### src/rtl/packet_types.sv
// Shared flit-framing types for the router ingress path.
//   flit_type_e   : 2-bit flit type carried in the top bits of every flit
//   frame_state_e : HEAD..TAIL framing tracker state
//   get_flit_type : decodes the type field (caller passes flit[FLIT_W-1 -: 2])
package packet_types;

  typedef enum logic [1:0] {
    HEAD     = 2'b00,
    BODY     = 2'b01,
    TAIL     = 2'b10,
    HEADTAIL = 2'b11
  } flit_type_e;

  typedef enum logic {
    IDLE   = 1'b0,
    IN_PKT = 1'b1
  } frame_state_e;

  // Type field width is fixed, so the decoder takes the type bits only and
  // stays independent of FLIT_W.
  function automatic flit_type_e get_flit_type(input logic [1:0] type_bits);
    return flit_type_e'(type_bits);
  endfunction

endpackage

### src/rtl/router_flit_fifo.sv
// Small synchronous FIFO for ingress flits.
//   clk, rst_n : clock, async active-low reset (clears storage, pointers, level)
//   push_i/din_i : write request and data (ignored while full)
//   pop_i        : read request (ignored while empty)
//   dout_o       : head entry, registered storage read, no bypass
//   level_o      : occupied entries; full_o / empty_o derived from it
module router_flit_fifo #(
  parameter int FLIT_W = 64,
  parameter int DEPTH  = 4,
  localparam int PTR_W = $clog2(DEPTH),
  localparam int LVL_W = $clog2(DEPTH + 1)
) (
  input  logic              clk,
  input  logic              rst_n,
  input  logic              push_i,
  input  logic [FLIT_W-1:0] din_i,
  input  logic              pop_i,
  output logic [FLIT_W-1:0] dout_o,
  output logic [LVL_W-1:0]  level_o,
  output logic              full_o,
  output logic              empty_o
);

  logic [DEPTH-1:0][FLIT_W-1:0] mem_q;
  logic [PTR_W-1:0]             wr_ptr_q, rd_ptr_q;
  logic [LVL_W-1:0]             level_q;
  logic                         do_push, do_pop;

  assign full_o  = (level_q == LVL_W'(DEPTH));
  assign empty_o = (level_q == '0);
  assign do_push = push_i & ~full_o;
  assign do_pop  = pop_i & ~empty_o;
  assign dout_o  = mem_q[rd_ptr_q];
  assign level_o = level_q;

  // Storage is reset so the head reads as zero out of reset.
  always_ff @(posedge clk or negedge rst_n) begin
    if (!rst_n) begin
      mem_q    <= '0;
      wr_ptr_q <= '0;
      rd_ptr_q <= '0;
      level_q  <= '0;
    end else begin
      if (do_push) begin
        mem_q[wr_ptr_q] <= din_i;
        wr_ptr_q        <= wr_ptr_q + PTR_W'(1);  // power-of-2 depth: natural wrap
      end
      if (do_pop) rd_ptr_q <= rd_ptr_q + PTR_W'(1);
      case ({do_push, do_pop})
        2'b10:   level_q <= level_q + LVL_W'(1);
        2'b01:   level_q <= level_q - LVL_W'(1);
        default: level_q <= level_q;
      endcase
    end
  end

endmodule

### src/rtl/router_stage40_ingress.sv
// Ingress buffer and HEAD..TAIL framing checker for one router input port.
//   in_flit/in_valid/in_ready    : link side handshake; in_ready = level != DEPTH
//   out_flit/out_valid/out_ready : stage50 side handshake from the FIFO head
//   out_is_head                  : head flit is HEAD or HEADTAIL
//   err_pulse                    : one cycle after an accepted flit is dropped
//   err_count                    : saturating drop count
//   fifo_level                   : occupied FIFO entries
module router_stage40_ingress
  import packet_types::*;
#(
  parameter int FLIT_W = 64,
  parameter int DEPTH  = 4,
  parameter int ERR_W  = 8,
  localparam int LVL_W = $clog2(DEPTH + 1)
) (
  input  logic              clk,
  input  logic              rst_n,
  input  logic [FLIT_W-1:0] in_flit,
  input  logic              in_valid,
  output logic              in_ready,
  output logic [FLIT_W-1:0] out_flit,
  output logic              out_valid,
  input  logic              out_ready,
  output logic              out_is_head,
  output logic              err_pulse,
  output logic [ERR_W-1:0]  err_count,
  output logic [LVL_W-1:0]  fifo_level
);

  frame_state_e     state_q, state_d;
  logic             err_pulse_q;
  logic [ERR_W-1:0] err_cnt_q;
  flit_type_e       in_type, head_type;
  logic             xfer, legal, push, drop, pop;
  logic             fifo_full, fifo_empty;

  assign in_ready = (fifo_level != LVL_W'(DEPTH));
  assign xfer     = in_valid & in_ready;
  assign in_type  = get_flit_type(in_flit[FLIT_W-1 -: 2]);

  // Legality and next framing state; only applied on an input transfer.
  always_comb begin
    legal   = 1'b0;
    state_d = state_q;
    case (state_q)
      IDLE: begin
        legal = (in_type == HEAD) || (in_type == HEADTAIL);
        if (in_type == HEAD) state_d = IN_PKT;
      end
      IN_PKT: begin
        legal = (in_type == BODY) || (in_type == TAIL);
        if (in_type == TAIL) state_d = IDLE;
      end
      default: begin
        legal   = 1'b0;
        state_d = IDLE;
      end
    endcase
  end

  assign push = xfer & legal;
  assign drop = xfer & ~legal;

  always_ff @(posedge clk or negedge rst_n) begin
    if (!rst_n) begin
      state_q     <= IDLE;
      err_pulse_q <= 1'b0;
      err_cnt_q   <= '0;
    end else begin
      if (push) state_q <= state_d;
      err_pulse_q <= drop;
      if (drop && (err_cnt_q != '1)) err_cnt_q <= err_cnt_q + ERR_W'(1);
    end
  end

  assign err_pulse = err_pulse_q;
  assign err_count = err_cnt_q;

  router_flit_fifo #(.FLIT_W(FLIT_W), .DEPTH(DEPTH)) u_fifo (
    .clk     (clk),
    .rst_n   (rst_n),
    .push_i  (push),
    .din_i   (in_flit),
    .pop_i   (pop),
    .dout_o  (out_flit),
    .level_o (fifo_level),
    .full_o  (fifo_full),
    .empty_o (fifo_empty)
  );

  assign out_valid   = ~fifo_empty;
  assign pop         = out_valid & out_ready;
  assign head_type   = get_flit_type(out_flit[FLIT_W-1 -: 2]);
  // Gate with valid: the reset head reads as type HEAD.
  assign out_is_head = out_valid & ((head_type == HEAD) || (head_type == HEADTAIL));

  logic unused_full;
  assign unused_full = fifo_full;

endmodule

### config.mk
export PLATFORM = sky130hd
export DESIGN_NAME = router_stage40_ingress
export DESIGN_NICKNAME = d
export VERILOG_FILES = /design/src/rtl/packet_types.sv /design/src/rtl/router_flit_fifo.sv /design/src/rtl/router_stage40_ingress.sv
export SDC_FILE = /design/constraint.sdc
export NUM_CORES = 1
export LEC_CHECK = 0
export CORE_MARGIN = 8
export CORE_UTILIZATION = 35
export CTS_CLUSTER_SIZE = 10
export DETAILED_ROUTE_END_ITERATION = 6
export HOLD_SLACK_MARGIN = 0.02
export PLACE_DENSITY = 0.56
export RECOVER_POWER = 100
export SYNTH_ARGS = -nofsm -noshare
export SYNTH_HDL_FRONTEND = slang
export SYNTH_SLANG_ARGS = --single-unit
export TNS_END_PERCENT = 100
### constraint.sdc
create_clock -name clk -period 2.94 [get_ports clk]
set_input_delay 0.588 -clock clk [delete_from_list [all_inputs] [get_ports clk]]
set_output_delay 0.588 -clock clk [all_outputs]
set_load 0.01 [all_outputs]
==> flow_metrics.py, run 1 <==
metrics = {
    "grt": {
        "overflow": 0,
        "grt_pass1_wl_um": 43490,
        "grt_pass1_vias": 7379,
        "grt.busiest_layer": "met2",
        "grt_use_met3_pct": 3.873,
        "antenna_found_initial": 3,
        "use_met1_pct": 17.06,
        "grt_max_degree": 74,
        "grt.total_usage_pct": 13.45,
        "use_met2_pct": 22.37,
    },
    "synth": {
        "synth_area_leaders": "dfrtp_1 57%, mux2_2 24%, mux4_2 12%",
        "synthTopCellsByCount": "273 x dfrtp_1, 257 x mux2_2, 64 x mux4_2, 24 x buf_6",
        "synthesis.area_um2": 11970,
        "netlist_instances": 696,
        "yosysMostFrequentCell": "dfrtp_1",
        "yosys.cell_types.count": 30,
        "ys_warn_count": 0,
        "syn_avg_cell_area_um2": 17.20,
        "ys.flop_type": "dfrtp_1",
        "synth_edf_count": 0,
        "syn-num-nets": 771,
        "synth_top_area_share_pct": 57.08,
        "async_flop_share_pct": 100.0,
        "synth_seq_area_share_pct": 57.08,
        "synth_top_cell_by_area": "dfrtp_1",
        "yosys_register_bits": 273,
    },
    "floorplanning": {
        "die_w_um": 200.9,
        "die_area_um2": 40370,
        "fp-row-count": 67,
        "fp.coreArea_um2": 33620,
        "start_util_pct": 35.60,
        "io_pins": 147,
        "die_height_um": 200.9,
    },
    "route": {
        "drt_iter0_drc": 170,
        "vias": 6648,
        "post-route-drc-count": 0,
        "dr.pass1.iters": 4,
        "drtAntennaViolNets": 0,
        "finalWirelength_um": 27370,
        "viasPerCell": 4.972,
        "wl_per_cell_um": 20.47,
    },
    "critical_path": {
        "path_max_fanout": 14,
        "cp-start-kind": "flop",
        "crit_arrival_ps": 2280,
        "required_ps": 2350,
        "crit_type": "reg -> out",
        "worstSetupEndpointType": "primary output",
    },
    "clock_tree": {
        "cts_buffer_depth": 3,
        "clock_latency_ps": 500,
        "cts_sinks": 273,
        "clk_pin_slew_ps": 50,
        "clockRootBuffer": "clkbuf_16",
        "numCtsBuffers": 35,
        "cts_tree": "yes",
        "htreeDepth": 2,
    },
    "place": {
        "gp_congestion": 0.6847,
        "hpwl_um": 16750,
        "dpl_cell_area_um2": 14040,
        "place_ws_ps": 174.7,
        "portBuffers": 146,
    },
    "job": {
        "maxCapViolations": 0,
    },
    "timing": {
        "maxSlewHeadroom_pct": 5.909,
        "setup-tns-final_ps": 0,
        "worst_hold_slack_ps": 496.9,
        "worst_slack_ps": 67.96,
        "fin_crit_sh_pct": 97.69,
        "fmax_mhz": 348.2,
        "hold_violations": 0,
        "slew_violations": 0,
        "finalCriticalPeriod_ps": 2872,
        "finClkSkew_ps": 10.70,
        "setup_violations": 0,
        "tightest_slew_ps": 1411,
    },
    "finish": {
        "fin_area_um2": 15050,
        "nFillCells": 3011,
        "syn_to_final_growth_pct": 25.72,
        "drive_gt1_share_pct": 45.61,
        "layout.nets": 948,
        "multi_input_area_um2": 4785,
        "regArea_um2": 6839,
    },
    "power": {
        "p_per_area_nw_per_um2": 1207,
        "max-vdd-ir-drop_mv": 0.5190,
        "leakagePower_nw": 6.497,
        "p_total_mw": 18.16,
    },
    "worst_hold_path": {
        "hold_path.class": "reg -> reg",
    },
    "run_status": {
        "status": "complete, no violations",
    },
}
placed cells by master, fill, tap and decap left out, drive strengths merged, types with 9 or more instances in the layout:
master / n
mux4: 64
mux2: 257
buf: 26
inv: 9
clkbuf: 54
dlygate4sd3: 17
clkdlybuf4s50: 87
nand2: 10
dfrtp: 273
dlygate4sd2: 33
kinds of logic after synthesis:
group                      after synthesis  synth area share [%]
buffers and inverters                   46                 3.011
xor gates and xnor gates                13                 1.108
adders and majority gates                7                0.7946
AOI/OAI and AO/OA                        7                0.3241
DFF                                    273                 57.08
and+or+nand+nor                         28                 1.370
muxes                                  322                 36.31
path summary, 6_finish.rpt:
kind	from	to	slack [ps]	cells past startpoint
max	u_fifo.rd_ptr_q[0]	out_flit[47]	70	4
min	u_fifo.mem_q[168]	u_fifo.mem_q[168]	500	1
max reg2reg	u_fifo.level_o[0]	u_fifo.mem_q[204]	450	6
min reg2reg	u_fifo.mem_q[168]	u_fifo.mem_q[168]	500	1
max in group asynchronous	rst_n	u_fifo.mem_q[124]	580	3
min in group asynchronous	rst_n	u_fifo.mem_q[49]	960	2
routing by layer:
layer	vias up	share of wire [%]
met2	130	49
met1	3531	43
met5	-	0.047
met3	37	5.7
met4	2	1.7
li1	2948	-
state kept, by name, indices dropped and copies added (netlist names), named ones only:
register,cells
err_count,8
err_pulse,1
u_fifo.rd_ptr_q,2
u_fifo.level_o,3
u_fifo.wr_ptr_q,2
u_fifo.mem_q,256
area by class of cell:
cell class | count | share of cell area (%)
repair buffers | 178 | 11.83
inverters | 8 | 0.1996
clock inverters | 5 | 0.4491
diodes | 1 | 0.01663
well taps | 448 | 3.726
multi-input cells | 377 | 31.80
flip-flops and latches | 273 | 45.46
clock buffers | 47 | 6.528
worst max-delay path: stages, from the launching register on:
cell,delay (ps)
dfrtp_4,450
buf_4,140
buf_16,170
mux4_2,510
clkdlybuf4s50_1,490
timing repair:
| item | 4_1_cts | 5_1_grt |
|---|---|---|
| cloned | 1 | 1 |
| resized for setup | 36 | 9 |
| hold buffers | 1 | 0 |
| hold endpoints to repair | 44 | 0 |
| buffers inserted | 3 | 3 |
| setup endpoints to repair | 56 | 27 |
where the power goes:
group | internal (mW) | total, mW | switching, mW
combinational | 4.66 | 7.68 | 3.02
sequential | 5.65 | 6.56 | 0.906
clock | 2.41 | 3.93 | 1.52
total | 12.7 | 18.2 | 5.45
metrics by stage:
step | instances | utilization (%)
after floorplan | 696 | -
after global placement | 1275 | 41.77
after detailed placement | 1275 | 41.77
after CTS | 1332 | 45.00
after global routing | 1337 | 44.76
final | 1337 | 44.76
Power figures use the tool's default switching activity.
==> run 2: changes to the inputs <==
CORE_MARGIN = not set   (was 8)
CORE_UTILIZATION = 56   (was 35)
PLACE_DENSITY = 0.82   (was 0.56)
==> flow_metrics.py, run 2 (synthesis results as in run 1) <==
metrics = {
    "run_status": {
        "status": "finished with violations",
        "violations": "capacitance limit, slew limit",
    },
    "route": {
        "wl_per_cell_um": 22.26,
        "finalWirelength_um": 25640,
        "vias": 6777,
        "dr.pass1.iters": 4,
        "drt_iter0_drc": 299,
        "drtAntennaViolNets": 0,
        "post-route-drc-count": 0,
        "viasPerCell": 5.883,
    },
    "clock_tree": {
        "numCtsBuffers": 31,
        "cts_tree": "yes",
        "cts_buffer_depth": 3,
        "cts_hold_buf": 0,
        "clk_pin_slew_ps": 60,
        "htreeDepth": 1,
        "clockRootBuffer": "clkbuf_16",
        "cts_sinks": 273,
        "clock_latency_ps": 540,
    },
    "floorplanning": {
        "die_area_um2": 21960,
        "die_w_um": 148.2,
        "fp-row-count": 53,
        "fp.coreArea_um2": 20960,
        "io_pins": 147,
        "start_util_pct": 57.11,
        "die_height_um": 148.2,
    },
    "grt": {
        "use_met2_pct": 42.44,
        "grt.total_usage_pct": 23.78,
        "overflow": 0,
        "grt_pass1_vias": 7730,
        "grt_max_degree": 84,
        "grt_pass1_wl_um": 40550,
        "grt_use_met3_pct": 4.816,
        "use_met1_pct": 29.46,
        "antenna_found_initial": 0,
        "grt.busiest_layer": "met2",
    },
    "power": {
        "max-vdd-ir-drop_mv": 0.9614,
        "leakagePower_nw": 6.773,
        "p_per_area_nw_per_um2": 1206,
    },
    "timing": {
        "worst_slack_ps": 11.24,
        "rsz0062_at_grt": "yes",
        "setup-tns-final_ps": 0,
        "tightest_slew_ps": 2098,
        "maxSlewHeadroom_pct": -39.85,
        "fin_crit_sh_pct": 99.62,
        "slew_violations": 82,
        "finalCriticalPeriod_ps": 2929,
        "finClkSkew_ps": 14.01,
        "hold_violations": 0,
        "setup_violations": 0,
        "fmax_mhz": 341.4,
    },
    "job": {
        "maxCapViolations": 1,
    },
    "worst_hold_path": {
        "min_to": "u_fifo.mem_q[158]",
        "hold_path.class": "reg -> reg",
        "hp-start": "u_fifo.mem_q[158]",
        "holdPathStages": 1,
    },
    "finish": {
        "final_cell_mix": "271 x dfrtp_1, 257 x mux2_2, 83 x clkdlybuf4s50_1, 64 x mux4_2, 42 x dlymetal6s2s_1",
        "regMostFlops": "u_fifo.mem_q",
        "largest_register_ffs": 256,
        "drive_gt1_share_pct": 45.61,
        "antennaDiodeCount": 0,
        "layout.nets": 949,
        "fin_util_pct": 70.40,
        "fin_cells": 1152,
        "final_common_cell": "dfrtp_1",
        "syn_to_final_growth_pct": 23.27,
    },
    "critical_path": {
        "path_cells": "buf_4, mux4_2, xnor2_2, and2_1, dlygate4sd2_1",
        "required_ps": 2350,
        "r2r_slack_ps": 230,
        "path_buf_inv": 2,
        "crit_arrival_ps": 2340,
        "critPathLaunch": "u_fifo.rd_ptr_q[0]",
        "slowest_stage": "dfrtp_4",
        "path_max_fanout": 7,
        "cp-start-kind": "flop",
        "crit-reg2reg-launch": "u_fifo.level_o[0]",
        "regToRegEndpoint": "u_fifo.mem_q[210]",
        "worst_path_largest_cell_delay_ps": 530,
        "crit_type": "reg -> out",
        "crit_family": "flip-flops",
        "worstSetupEndpointType": "primary output",
        "reg2regPathDepth": 6,
    },
    "place": {
        "gp_congestion": 0.7556,
        "portBuffers": 146,
        "dp_cells": 1105,
        "hpwl_um": 15960,
        "place_ws_ps": 86.87,
    },
}
-- run 2: changes by cell type in the layout (fill, tap and decap cells not counted), sizes merged, moves of 3 or more --
cell | previous run | this run
clkbuf | 54 | 51
clkdlybuf4s50 | 87 | 83
dlymetal6s2s | 2 | 42
clkdlybuf4s25 | 6 | 2
dlygate4sd3 | 17 | 14
dlygate4sd2 | 33 | 1
-- run 2: layout make-up --
| type | count | area (µm²) |
|---|---|---|
| Clock buffer | 34 | 787.0 |
| Clock inverter | 2 | 16.27 |
| Fill cell | 1335 | 6202 |
| Inverter | 8 | 30.03 |
| Multi-Input combinational cell | 377 | 4796 |
| Sequential cell | 273 | 6837 |
| Tap cell | 275 | 344.1 |
| Timing Repair Buffer | 183 | 1943 |
-- run 2: timing repair --
| action | CTS | global route |
|---|---|---|
| cloned | 0 | 3 |
| buffers inserted | 1 | 7 |
| endpoints found under the setup margin | 61 | 62 |
| resized for setup | 5 | 50 |
| pin swaps | 1 | 0 |
-- run 2: layer usage --
layer  wire length, µm  up-vias  part of all wire (%)
met5                 0        -                     0
met4               451        0                   1.8
met3              1192       40                   4.6
met2             13590      171                    53
met1             10410     3631                    41
li1                  -     2935                     -
-- run 2: worst max path at each step --
| stage | endpoint | slack (ps) | depth (start not counted) |
|---|---|---|---|
| floorplan | u_fifo.level_o[2] | 540 | 9 |
| finish | out_is_head | 10 | 5 |
| detailed placement | u_fifo.mem_q[80] | 90 | 7 |
| CTS | out_flit[8] | -80 | 3 |
| global route | out_is_head | -60 | 5 |
| global placement | u_fifo.mem_q[15] | 150 | 7 |
-- run 2: power breakdown --
| part | internal, mW | leakage (nW) | switching [mW] | total, mW |
|---|---|---|---|---|
| registers | 5.65 | 3.29 | 1.01 | 6.66 |
| logic | 4.88 | 3.09 | 3.01 | 7.89 |
| clock network | 1.86 | 0.390 | 1.38 | 3.23 |
-- run 2: per-stage QoR --
step	hold slack (ps)	instance area, µm²	power (mW)
floorplan	292.4	11970	11.28
global placement	481.1	13810	14.22
detailed placement	488.4	13810	14.67
CTS	49.72	14630	18.02
global route	512.6	14750	18.75
finish	496.5	14750	17.79
==> run 3: changes to the inputs <==
--- a/config.mk
+++ b/config.mk
@@ -7,2 +7,3 @@
 export LEC_CHECK = 0
+export ABC_CLOCK_PERIOD_IN_PS = 2940
 export CORE_UTILIZATION = 56
==> constraint.sdc (replaced) <==
create_clock -name clk -period 2.94 [get_ports clk]
set_input_delay 0.441 -clock clk [delete_from_list [all_inputs] [get_ports clk]]
set_output_delay 0.441 -clock clk [all_outputs]
set_load 0.01 [all_outputs]
==> flow_metrics.py, run 3 (synthesis results as in run 1) <==
metrics = {
    "finish": {
        "layout.nets": 933,
        "largest_register_ffs": 256,
        "final_cell_mix": "271 x dfrtp_1, 257 x mux2_2, 127 x clkdlybuf4s50_1, 64 x mux4_2, 31 x clkbuf_16",
        "fin_area_um2": 14460,
        "drive_gt1_share_pct": 44.53,
        "regMostFlops": "u_fifo.mem_q",
        "syn_to_final_growth_pct": 20.82,
        "final_common_cell": "dfrtp_1",
    },
    "clock_tree": {
        "post_cts.repair.setup_buffers": 0,
        "clk_pin_slew_ps": 60,
        "htreeDepth": 1,
        "cts_tree": "yes",
        "clock_latency_ps": 540,
        "cts_buffer_depth": 3,
        "cts_sinks": 273,
        "clockRootBuffer": "clkbuf_16",
        "numCtsBuffers": 31,
    },
    "route": {
        "finalWirelength_um": 24800,
        "post-route-drc-count": 0,
        "wl_per_cell_um": 21.83,
        "vias": 6665,
        "drt_iter0_drc": 219,
        "dr.pass1.iters": 4,
        "drtAntennaViolNets": 0,
        "viasPerCell": 5.867,
    },
    "grt": {
        "grt_max_degree": 81,
        "overflow": 0,
        "antenna_found_initial": 0,
        "grt_pass1_wl_um": 39900,
        "grt.total_usage_pct": 23.48,
        "grt_pass1_vias": 7467,
    },
    "place": {
        "gp_congestion": 0.7694,
        "portBuffers": 146,
        "hpwl_um": 15820,
        "dpl_cell_area_um2": 13710,
        "place_ws_ps": 199.4,
    },
    "timing": {
        "finalCriticalPeriod_ps": 2871,
        "fmax_mhz": 348.3,
        "maxSlewHeadroom_pct": -12.87,
        "fin_crit_sh_pct": 97.67,
        "worst_hold_slack_ps": 497.0,
        "slew_violations": 68,
        "finClkSkew_ps": 5.940,
        "tightest_slew_ps": 1693,
        "setup_violations": 0,
        "hold_violations": 0,
        "worst_slack_ps": 68.53,
    },
    "critical_path": {
        "worstSetupEndpointType": "primary output",
        "crit_arrival_ps": 2430,
        "required_ps": 2500,
        "r2r_slack_ps": 230,
        "crit_type": "reg -> out",
        "path_max_fanout": 30,
        "cp-start-kind": "flop",
        "reg2regPathDepth": 6,
    },
    "floorplanning": {
        "die_w_um": 148.2,
        "io_pins": 147,
        "fp.coreArea_um2": 20960,
        "die_area_um2": 21960,
        "start_util_pct": 57.11,
        "fp-row-count": 53,
        "die_height_um": 148.2,
    },
    "power": {
        "p_total_mw": 17.67,
        "power_frac_seq_pct": 37.9,
        "max-vdd-ir-drop_mv": 0.7229,
        "clockPowerShare_pct": 18.0,
        "p_per_area_nw_per_um2": 1222,
        "power.internal_mw": 12.36,
        "combinationalPowerShare_pct": 44.0,
        "leakagePower_nw": 6.217,
        "p_sw_mw": 5.309,
        "sw_frac_of_total_pct": 30.05,
    },
    "worst_hold_path": {
        "holdPathStages": 1,
        "hold_path.class": "reg -> reg",
    },
    "job": {
        "maxCapViolations": 1,
    },
    "run_status": {
        "violations": "capacitance limit, slew limit",
        "status": "finished with violations",
    },
}
-- run 3: cell types whose count changed in the layout (fill, tap and decap cells not counted), moves of 4 or more --
cell / previous run / this run
clkdlybuf4s50_1: 83 / 127
dlymetal6s2s_1: 42 / 0
buf_4: 13 / 2
clkbuf_4: 4 / 10
clkbuf_2: 6 / 1
clkbuf_1: 7 / 3
dlygate4sd3_1: 14 / 18
-- run 3: cell type report --
class                      count  area (µm²)
multi-input combinational    377        4792
antenna                        1       2.502
clock buffer                  33       783.3
clock inverter                 2       10.01
inverter                       8       30.03
tap                          275       344.1
sequential                   273        6839
fill                        1381        6496
timing repair buffer         167        1658
-- run 3: critical path: stages (launching register included) --
cell and delay, ps:
dfrtp_4 490, buf_12 260, mux4_2 560, clkdlybuf4s50_1 540
-- run 3: per-layer routing --
layer	wire length, µm	GRT usage (%)	vias to the layer above	part of all wire (%)
li1	-	-	2905	-
met1	10170	29.53	3576	41
met2	12850	41.38	146	52
met3	1273	4.877	38	5.1
met4	512	6.237	0	2.1
met5	0	0	-	0
-- run 3: worst paths after layout --
kind / startpoint / end
max: u_fifo.rd_ptr_q[0] / out_flit[2]
min: u_fifo.mem_q[135] / u_fifo.mem_q[135]
max reg2reg: u_fifo.level_o[0] / u_fifo.mem_q[171]
min reg2reg: u_fifo.mem_q[135] / u_fifo.mem_q[135]
max in group asynchronous: rst_n / u_fifo.mem_q[151]
min in group asynchronous: rst_n / u_fifo.mem_q[46]
-- run 3: power groups by stage --
stage | Clock, mW | Combinational [mW] | Sequential, mW
after floorplan | 0 | 4.97 | 6.31
after global placement | 0 | 7.67 | 6.48
after detailed placement | 0 | 7.92 | 6.72
after CTS | 3.26 | 7.98 | 6.69
after global routing | 3.40 | 8.30 | 6.90
final | 3.19 | 7.78 | 6.70
-- run 3: metrics by stage --
stage | cells | setup TNS [ps] | utilization, %
4_1_cts | 1135 | 0 | 69.36
6_report | 1136 | 0 | 69.00
3_3_place_gp | 1099 | 0 | 65.43
5_1_grt | 1135 | -2.625 | 68.99
2_1_floorplan | 696 | 0 | -
3_5_place_dp | 1099 | 0 | 65.43
-- run 3: what timing repair did --
item,4_1_cts,5_1_grt
setup endpoints to repair,43,9
pin swaps,1,0
gates resized for setup,6,2
endpoints found under the hold margin,64,0
hold buffers,1,0
